--- src/rtl/net_resolver_pkg.sv ---
// Shared types for the net resolver: 4-state encoding, net kinds and the
// pairwise wire join used when folding drivers.
package net_resolver_pkg;

    // 4-state value packed as {unk, val}
    typedef logic [1:0] logic4_t;

    localparam logic4_t L0 = 2'b00;
    localparam logic4_t L1 = 2'b01;
    localparam logic4_t LZ = 2'b10;
    localparam logic4_t LX = 2'b11;

    typedef enum logic [2:0] {
        WIRE   = 3'd0,
        WAND   = 3'd1,
        WOR    = 3'd2,
        TRI0   = 3'd3,
        TRI1   = 3'd4,
        TRIREG = 3'd5,
        SUP0   = 3'd6,
        SUP1   = 3'd7
    } net_kind_e;

    // Wire join of two drivers: z yields to the other side, x dominates,
    // and disagreeing strong values collapse to x.
    function automatic logic4_t resolve_wire(logic4_t a, logic4_t b);
        logic4_t r;
        if (a == LZ) begin
            r = b;
        end else if (b == LZ) begin
            r = a;
        end else if (a == LX || b == LX || a != b) begin
            r = LX;
        end else begin
            r = a;
        end
        return r;
    endfunction

endpackage

--- src/rtl/net_resolver_bit.sv ---
// Combinational fold of all drivers of one net bit under a net kind.
// Also reports the plain wire value and the all-z flag that the top uses
// for trireg charge tracking, and whether 0 and 1 were both driven.
module net_resolve_bit
    import net_resolver_pkg::*;
#(
    parameter int NUM_DRV = 4
) (
    input  net_kind_e            kind,
    input  logic [NUM_DRV-1:0]   en,
    input  logic [NUM_DRV-1:0]   val,
    input  logic [NUM_DRV-1:0]   unk,
    input  logic4_t              charge,
    output logic4_t              res,
    output logic4_t              wire_res,
    output logic                 all_z,
    output logic                 contend
);

    logic4_t cur;
    logic4_t w;
    logic    has0;
    logic    has1;
    logic    hasx;

    // Scan the enabled drivers once, collecting the wire join and presence flags
    always_comb begin
        cur  = LZ;
        w    = LZ;
        has0 = 1'b0;
        has1 = 1'b0;
        hasx = 1'b0;
        for (int d = 0; d < NUM_DRV; d++) begin
            if (en[d]) begin
                cur = {unk[d], val[d]};
                w   = resolve_wire(w, cur);
                if (cur == L0) has0 = 1'b1;
                if (cur == L1) has1 = 1'b1;
                if (cur == LX) hasx = 1'b1;
            end
        end
    end

    // Apply the kind-specific rule on top of the collected flags
    always_comb begin
        wire_res = w;
        all_z    = (w == LZ);
        contend  = 1'b0;
        res      = w;
        case (kind)
            WAND: begin
                if (has0)      res = L0;
                else if (hasx) res = LX;
                else if (has1) res = L1;
                else           res = LZ;
            end
            WOR: begin
                if (has1)      res = L1;
                else if (hasx) res = LX;
                else if (has0) res = L0;
                else           res = LZ;
            end
            TRI0: begin
                res     = (w == LZ) ? L0 : w;
                contend = has0 & has1;
            end
            TRI1: begin
                res     = (w == LZ) ? L1 : w;
                contend = has0 & has1;
            end
            TRIREG: begin
                res     = (w == LZ) ? charge : w;
                contend = has0 & has1;
            end
            SUP0: res = L0;
            SUP1: res = L1;
            default: begin
                res     = w;
                contend = has0 & has1;
            end
        endcase
    end

endmodule

--- src/rtl/net_resolver.sv ---
// Registered multi-driver net resolver with trireg charge retention/decay
// and a saturating contention-beat counter.
// Handshake: in_valid marks a beat; its result appears one edge later with
// out_valid high. There is no backpressure; when in_valid is low all
// outputs and internal charge state hold.
module net_resolver
    import net_resolver_pkg::*;
#(
    parameter int NUM_DRV      = 4,
    parameter int WIDTH        = 8,
    parameter int DECAY_CYCLES = 16,
    parameter int CNT_W        = 16
) (
    input  logic                       clk,
    input  logic                       rst,
    input  logic                       in_valid,
    input  logic [2:0]                 kind,
    input  logic [NUM_DRV-1:0]         drv_en,
    input  logic [NUM_DRV*WIDTH-1:0]   drv_val,
    input  logic [NUM_DRV*WIDTH-1:0]   drv_unk,
    input  logic                       cnt_clr,
    output logic                       out_valid,
    output logic [WIDTH-1:0]           res_val,
    output logic [WIDTH-1:0]           res_unk,
    output logic [WIDTH-1:0]           contend,
    output logic [CNT_W-1:0]           contend_cnt
);

    localparam int DW = (DECAY_CYCLES < 2) ? 1 : $clog2(DECAY_CYCLES + 1);
    localparam logic [DW-1:0] DECAY_MAX = DW'(DECAY_CYCLES);

    net_kind_e            kind_e;
    logic [NUM_DRV-1:0]   bit_val [WIDTH];
    logic [NUM_DRV-1:0]   bit_unk [WIDTH];
    logic4_t              bit_res [WIDTH];
    logic4_t              bit_wire [WIDTH];
    logic [WIDTH-1:0]     bit_allz;
    logic [WIDTH-1:0]     bit_contend;

    logic                 out_valid_q, out_valid_d;
    logic [WIDTH-1:0]     res_val_q, res_val_d;
    logic [WIDTH-1:0]     res_unk_q, res_unk_d;
    logic [WIDTH-1:0]     contend_q, contend_d;
    logic [CNT_W-1:0]     cnt_q, cnt_d;
    logic4_t              charge_q [WIDTH];
    logic4_t              charge_d [WIDTH];
    logic [DW-1:0]        decay_q [WIDTH];
    logic [DW-1:0]        decay_d [WIDTH];

    assign kind_e = net_kind_e'(kind);

    // Transpose the driver planes into per-bit driver vectors
    always_comb begin
        for (int b = 0; b < WIDTH; b++) begin
            for (int d = 0; d < NUM_DRV; d++) begin
                bit_val[b][d] = drv_val[d*WIDTH + b];
                bit_unk[b][d] = drv_unk[d*WIDTH + b];
            end
        end
    end

    for (genvar g = 0; g < WIDTH; g++) begin : g_bit
        net_resolve_bit #(.NUM_DRV(NUM_DRV)) u_bit (
            .kind     (kind_e),
            .en       (drv_en),
            .val      (bit_val[g]),
            .unk      (bit_unk[g]),
            .charge   (charge_q[g]),
            .res      (bit_res[g]),
            .wire_res (bit_wire[g]),
            .all_z    (bit_allz[g]),
            .contend  (bit_contend[g])
        );
    end

    // Next-state: outputs, charge/decay and contention counter
    always_comb begin
        out_valid_d = 1'b0;
        res_val_d   = res_val_q;
        res_unk_d   = res_unk_q;
        contend_d   = contend_q;
        cnt_d       = cnt_q;
        for (int b = 0; b < WIDTH; b++) begin
            charge_d[b] = charge_q[b];
            decay_d[b]  = decay_q[b];
        end

        if (in_valid) begin
            out_valid_d = 1'b1;
            contend_d   = bit_contend;
            for (int b = 0; b < WIDTH; b++) begin
                res_val_d[b] = bit_res[b][0];
                res_unk_d[b] = bit_res[b][1];
                if (!bit_allz[b]) begin
                    charge_d[b] = bit_wire[b];
                    decay_d[b]  = '0;
                end else if (decay_q[b] != DECAY_MAX) begin
                    decay_d[b] = decay_q[b] + 1'b1;
                    // Charge is lost on the beat the counter arrives at the limit
                    if (decay_d[b] == DECAY_MAX) begin
                        charge_d[b] = LX;
                    end
                end
            end
        end

        if (cnt_clr) begin
            cnt_d = (in_valid && (|bit_contend)) ? CNT_W'(1) : '0;
        end else if (in_valid && (|bit_contend) && (cnt_q != '1)) begin
            cnt_d = cnt_q + 1'b1;
        end
    end

    // State registers; reset drops all charge and floats the outputs to z
    always_ff @(posedge clk or posedge rst) begin
        if (rst) begin
            out_valid_q <= 1'b0;
            res_val_q   <= '0;
            res_unk_q   <= '1;
            contend_q   <= '0;
            cnt_q       <= '0;
            for (int b = 0; b < WIDTH; b++) begin
                charge_q[b] <= LX;
                decay_q[b]  <= '0;
            end
        end else begin
            out_valid_q <= out_valid_d;
            res_val_q   <= res_val_d;
            res_unk_q   <= res_unk_d;
            contend_q   <= contend_d;
            cnt_q       <= cnt_d;
            for (int b = 0; b < WIDTH; b++) begin
                charge_q[b] <= charge_d[b];
                decay_q[b]  <= decay_d[b];
            end
        end
    end

    assign out_valid   = out_valid_q;
    assign res_val     = res_val_q;
    assign res_unk     = res_unk_q;
    assign contend     = contend_q;
    assign contend_cnt = cnt_q;

endmodule
--- config.mk ---
export PLATFORM = sky130hd
export DESIGN_NAME = net_resolver
export DESIGN_NICKNAME = d
export VERILOG_FILES = /design/src/rtl/net_resolver_pkg.sv /design/src/rtl/net_resolver_bit.sv /design/src/rtl/net_resolver.sv
export SDC_FILE = /design/constraint.sdc
export NUM_CORES = 1
export LEC_CHECK = 0
export CAP_MARGIN = 25
export CORE_ASPECT_RATIO = 1.75
export CORE_UTILIZATION = 45
export DETAILED_ROUTE_END_ITERATION = 6
export PLACE_DENSITY_LB_ADDON = 0.15
export RECOVER_POWER = 25
export SLEW_MARGIN = 15
export SYNTH_ARGS = -nofsm -noshare
export SYNTH_HDL_FRONTEND = slang
export SYNTH_SLANG_ARGS = --single-unit
export TNS_END_PERCENT = 1
--- constraint.sdc ---
create_clock -name clk -period 4.23 [get_ports clk]
set_clock_uncertainty 0.2 [all_clocks]
set_input_delay 0.846 -clock clk [delete_from_list [all_inputs] [get_ports clk]]
set_output_delay 0.846 -clock clk [all_outputs]
set_load 0.05 [all_outputs]
; Word-level counts from Yosys, hierarchy flattened
; Index checks and enable logic that the tools add are counted.
[op_classes]
addsub = 9
n_mul = 0
n_div = 0
magnitude_cmp = 0
eq_ne = 208
shift = 0
n_mux = 428
bitwise = 8
n_reduce_logical = 101
[op_table]
columns = cell, n
row1 = $mux 2, 200
row2 = $eq 2x2->1 const B, 112
row3 = $mux 1, 202
row4 = $pmux 2 s7, 8
row5 = $mux 5, 16
row6 = $eq 2x1->1 const B, 32
row7 = $logic_not 2->1, 32
row8 = $logic_or 1x1->1, 48
row9 = $ne 2x2->1, 24
row10 = $add 5x1->5 const B, 8
row11 = $eq 5x5->1 const B, 8
row12 = $ne 5x5->1 const B, 8
row13 = $mux 16, 2
row14 = $ne 2x2->1 const B, 16
row15 = $reduce_and 3->1, 8
row16 = $add 16x1->16 const B, 1
row17 = $ne 16x16->1 const B, 1
row18 = $reduce_and 2->1, 8
row19 = $eq 3x3->1 const B, 4
row20 = $and 1x1->1, 8
row21 = $reduce_or 8->1, 1
row22 = $eq 3x2->1 const B, 2
row23 = $reduce_or 4->1, 1
row24 = $eq 3x1->1 const B, 1
row25 = other kinds (2), 3
[word_totals]
ff_bits = 97
latchBits = 0
ramBits = 0
romBits = 0
inputBits = 75
output_inout_bits = 41
wordCells = 775
mem_count = 0

; Depth between registers and ports, before layout
[logic_depth]
depth_word = 25
depth_mapped = 12
mapped_depth_nobuf = 7

; Hierarchy
; From an unflattened synthesis, not the netlist that was laid out.
[hier_totals]
hier_cells = 1108
area_unflattened_um2 = 8690.8
[by_module_without_submodules]
columns = module, n_inst, cells_per_inst, area_each_um2, seq_area_each_um2
row1 = net_resolver, 1, 492, 4948.5, 2457.4
row2 = net_resolve_bit (g_bit[1].u_bit ...), 7, 77, 466.7, 0.0
row3 = net_resolve_bit (g_bit[0].u_bit), 1, 77, 475.5, 0.0

; Worst setup path after synthesis
; Ideal clock, no wire load.
[synth_path]
path_type = input-to-reg
startpoint = input port drv_en[1]
endpoint = register decay_q[27] (netlist bit)
setup_time_ns = 0.083
t_arrival_ns = 2.940
required_time_ns = 3.947
slack_ns = 1.007
cell_stages = 9
n_path_buf = 2
cell_sequence = buf_6 > buf_8 > nand2_2 > o2111a_1 > or4_1 > a31oi_1 > mux2i_2 > nand4_1 > o22ai_1
[synth_between]
elab_chain_cells = 18
word_cells_on_any_way = 23
classes_between = eq/ne: 8 / mux: 10 / reduce/logical: 5
[synth_lines]
columns = item, line_no
row1 = from (decl), net_resolver.sv:18  ; input logic [NUM_DRV-1:0] drv_en,
row2 = $mux 2 (*), net_resolver_bit.sv:34  ; if (en[d]) begin
row3 = $eq 2x2->1, net_resolver_pkg.sv:32  ; end else if (a == LX || b == LX || a != b) begin
row4 = $logic_or 1x1->1 (2 in series), net_resolver_pkg.sv:32
row5 = $mux 2, net_resolver_pkg.sv:32
row6 = $mux 2, net_resolver_pkg.sv:30  ; end else if (b == LZ) begin
row7 = $mux 2, net_resolver_pkg.sv:28  ; if (a == LZ) begin
row8 = $mux 2 (*), net_resolver_bit.sv:34
row9 = $eq 2x2->1, net_resolver_pkg.sv:32
row10 = $logic_or 1x1->1 (2 in series), net_resolver_pkg.sv:32
row11 = $mux 2, net_resolver_pkg.sv:32
row12 = $mux 2, net_resolver_pkg.sv:30
row13 = $mux 2, net_resolver_pkg.sv:28
row14 = $mux 2 (*), net_resolver_bit.sv:34
row15 = $eq 2x2->1 (*), net_resolver_bit.sv:47  ; all_z = (w == LZ);
row16 = $ne 2x2->1 (no line), n/a
row17 = $reduce_and 2->1 (no line), n/a
row18 = "to (signal, indexed assignment)", net_resolver.sv:134  ; decay_q[b] <= decay_d[b];
row19 = to (decl), net_resolver.sv:47  ; logic [DW-1:0] decay_q [WIDTH];
; Every way passes the cells marked *; elsewhere a longest branch is shown, timed or not.
; A chain may end at the register's enable or synchronous reset.

; Final worst setup path
[layout_path]
startpoint = input port drv_en[3]
endpoint = register cnt_q[1], in the netlist contend_cnt[1]
[layout_between]
elab_chain_cells = 7
word_cells_on_any_way = 36
classes_between = mux: 24 / bitwise: 8 / reduce/logical: 4
[layout_lines]
columns = item, line_no
row1 = $mux 1, net_resolver_bit.sv:34
row2 = $and 1x1->1, n/a
row3 = $mux 1, n/a
row4 = $reduce_or 8->1 (*), net_resolver.sv:109  ; end else if (in_valid && (|bit_contend) && (cnt_q != '1)) begin
row5 = $logic_and 1x1->1 (*) (2 in series), net_resolver.sv:109
row6 = $reduce_bool 2->1 (no line) (*), n/a
row7 = to (signal assigned), net_resolver.sv:131  ; cnt_q <= cnt_d;
row8 = to (decl), net_resolver.sv:44  ; logic [CNT_W-1:0] cnt_q, cnt_d;
; Marked as above.

==> results.yml <==
outcome:
  outcome: "complete, but fails checks"
  failed_checks: "max-capacitance violations, max-slew violations"
power_and_ir_drop:
  leakage_nw: 3.97
  cellPowerDensity_nw_per_um2: 286
  max-vdd-ir-drop_mv: 0.257
timing:
  hold_slack_ps: 266
  rsz0062_at_grt: "no"
  hold_viol_final: 0
  tightest_slew_ps: 2350
  relSlewSlack_pct: -57.3
  setup_viol: 0
  fin_crit_ps: 3690
  fmax_mhz: 271
  fin_crit_sh_pct: 87.2
  maxSlewViolCount: 52
  setup-tns-final_ps: 0
cts:
  clockBufferDepth: 2
  h-tree-depth: 3
  postCtsSetupRepairBufs: 0
  cts_resized: 0
  hold_buffers: 0
  cts_buffers: 9
  clk_latency_ps: 350
  clkTransAtPathRegs_ps: 70
  cts_tree: "yes"
  cts_root_buf: "clkbuf_16"
  numClockSinks: 97
floorplan:
  die_h_um: 182
  die_x_um: 105
  rows: 65
  coreArea_um2: 18100
  die_area_um2: 19100
  io_pins: 116
  start_util_pct: 46.1
synthesis:
  syn_nets: 1159
  synth_edf_count: 0
  netlist_instances: 1067
  synth_fa_ha_area_share_pct: 2.55
  ys_warn_count: 0
  netlist.area_leader.share_pct: 21.9
  avgSynthCellArea_um2: 7.81
  syn_area_um2: 8330
  synthDistinctLibCells: 93
  synth_top_family_by_area: "simple AND/OR/NAND/NOR gates"
  async_reset_ff_share_pct: 100
  synth_compound_area_share_pct: 28.7
  ys_seq_elements: 97
  synth_mux_area_share_pct: 1.65
  synth.top_cells.by_area: "dfrtp_1, dfstp_2, nand3_1"
  synthFlopType: "dfrtp_1"
  yosysTopAreaCell: "dfrtp_1"
  ys_seq_area_share_pct: 29.5
  synth_xor_area_share_pct: 0.210
  synth-simple-area-share_pct: 30.7
detailed_routing:
  dr.pass1.iters: 6
  route.detailed.drc: 0
  drtAntennaViolNets: 0
  via_per_inst: 6.10
  postRouteWirelength_mm: 23.8
  drtIter0Drc: 445
  via_count: 8657
  drt-wirelength-per-cell_um: 16.8
critical_path:
  cpPeakStageDelay_ps: 580
  path_class: "in -> reg"
  cp_data_arrival_time_ps: 3700
  cp_max_fo: 38
  start_kind: "primary input"
  path_cells: "clkdlybuf4s50_1 > buf_12 > nor3b_1 > or4_1 > o21ai_0 > and4_4 > a211o_1 > buf_4 > mux2i_1 > nor2_1"
  cp.required_ps: 4240
  endpoint_kind: "register"
  slowest_stage: "or4_1"
placement:
  gp_congestion: 0.919
  port_buffers: 115
  place_area_um2: 9850
  dp_hpwl_mm: 18.2
  dp_cells: 1404
finish:
  final_area_um2: 10200
  area_growth_pct: 22.2
  fin_nets: 1273
  layout_commonest_cell: "clkdlybuf4s50_1"
  final_cell_mix: "clkdlybuf4s50_1, nand2_1, inv_1, dfrtp_1, nor2_1"
  drive_above_1_share_pct: 8.94
  fillers: 1736
  layout.cells.non_filler: 1420
  diodes: 0
global_route:
  grt_max_degree: 53
  grt_antenna_before_repair: 0
  grt_first_pass_wirelength_mm: 38.9
  grt_pass1_vias: 7985
  grt-ovfl-total: 0
  grt_usage_pct: 24.8
flow_run:
  drv_cap: 1
worst_hold_path:
  hold_class: "reg -> reg"
cell families after synthesis:
logic type,Yosys count
AO/OA/AOI/OAI,344
XOR/XNOR,2
adder cells (fa/ha/maj),17
buffers and inverters,127
flip-flops,97
multiplexers,13
AND/OR/NAND/NOR,467
critical path: cells and delay by family:
family / cells / cell delay [ps]
and+or+nand+nor: 4 / 1090
buffers and inverters: 3 / 870
AOI/OAI and AO/OA: 2 / 700
muxes: 1 / 180
metal layers:
layer  routed length [um]  share of wire, %  GRT usage, %
met5                    0                 0             0
met4                  765               3.2          10.8
met3                  833               3.5          1.87
met2                11700                49          42.8
met1                10500                44          31.8
per-stage QoR:
stage | setup WS, ps | total power, W | util, %
after detailed placement | 222 | 0.00200 | 54.6
after CTS | 575 | 0.00292 | 56.4
after global placement | 293 | 0.00199 | 54.6
after global routing | 399 | 0.00305 | 56.4
final | 540 | 0.00291 | 56.4
after floorplan | 690 | 0.00167 | -
cells in the mapped netlist, types with 6 or more instances:
cell and instances:
nand2_1 91, inv_1 75, dfrtp_1 73, nor2_1 72
nand3_1 71, a21oi_1 63, o21ai_0 43, nand3b_1 29
nor3b_1 29, o21ai_1 28, nand2b_1 27, o22ai_1 27
clkbuf_1 25, dfstp_2 24, o31ai_1 23, a31oi_1 20
nand4_1 20, nor3_1 18, or4_1 18, and3_1 17
ha_1 17, o211ai_1 15, and2_1 14, nor2b_1 14
or3_1 11, a22oi_1 10, buf_2 10, mux2i_1 9
o21a_1 9, a211oi_1 8, nor4_1 8, buf_4 7
nand4b_1 7, o2111ai_1 7, o2bb2ai_1 7, a311oi_1 6
a32o_1 6
flip-flops by register name (all words and copies together), names as in the netlist:
register	cells
out_valid	1
res_val	8
contend	8
charge_q	16
decay_q	40
res_unk	8
contend_cnt	16
power breakdown:
part / switching (W) / internal, W
Clock: 0.000365 / 0.000551
Combinational: 0.000552 / 0.000355
Sequential: 0.0000599 / 0.00103
Total: 0.000977 / 0.00193
layout make-up:
type / count / area [um2] / share of cell area (%)
multi-input combinational: 843 / 5320 / 52.2
sequential: 97 / 2460 / 24.1
timing repair buffer: 153 / 1490 / 14.7
tap: 234 / 293 / 2.88
inverter: 77 / 290 / 2.85
clock buffer: 12 / 256 / 2.52
clock inverter: 4 / 75.1 / 0.737
path summary, 6_finish.rpt:
path                                            startpoint  slack, ps                         end  cells after the start
min in group asynchronous                              rst       1390      decay_q[0]$_DFFE_PP0P_                      2
worst min register to register     charge_q[4]$_DFFE_PP1P_        270     charge_q[4]$_DFFE_PP1P_                      2
worst min-delay path               charge_q[4]$_DFFE_PP1P_        270     charge_q[4]$_DFFE_PP1P_                      2
worst max-delay path                             drv_en[3]        540  contend_cnt[1]$_DFFE_PP0P_                     10
worst max register to register  contend_cnt[7]$_DFFE_PP0P_       1370  contend_cnt[2]$_DFFE_PP0P_                      8
max in group asynchronous                              rst       1340      res_unk[1]$_DFFE_PP1P_                      3
Note: power is estimated with default switching activity, not from simulation.
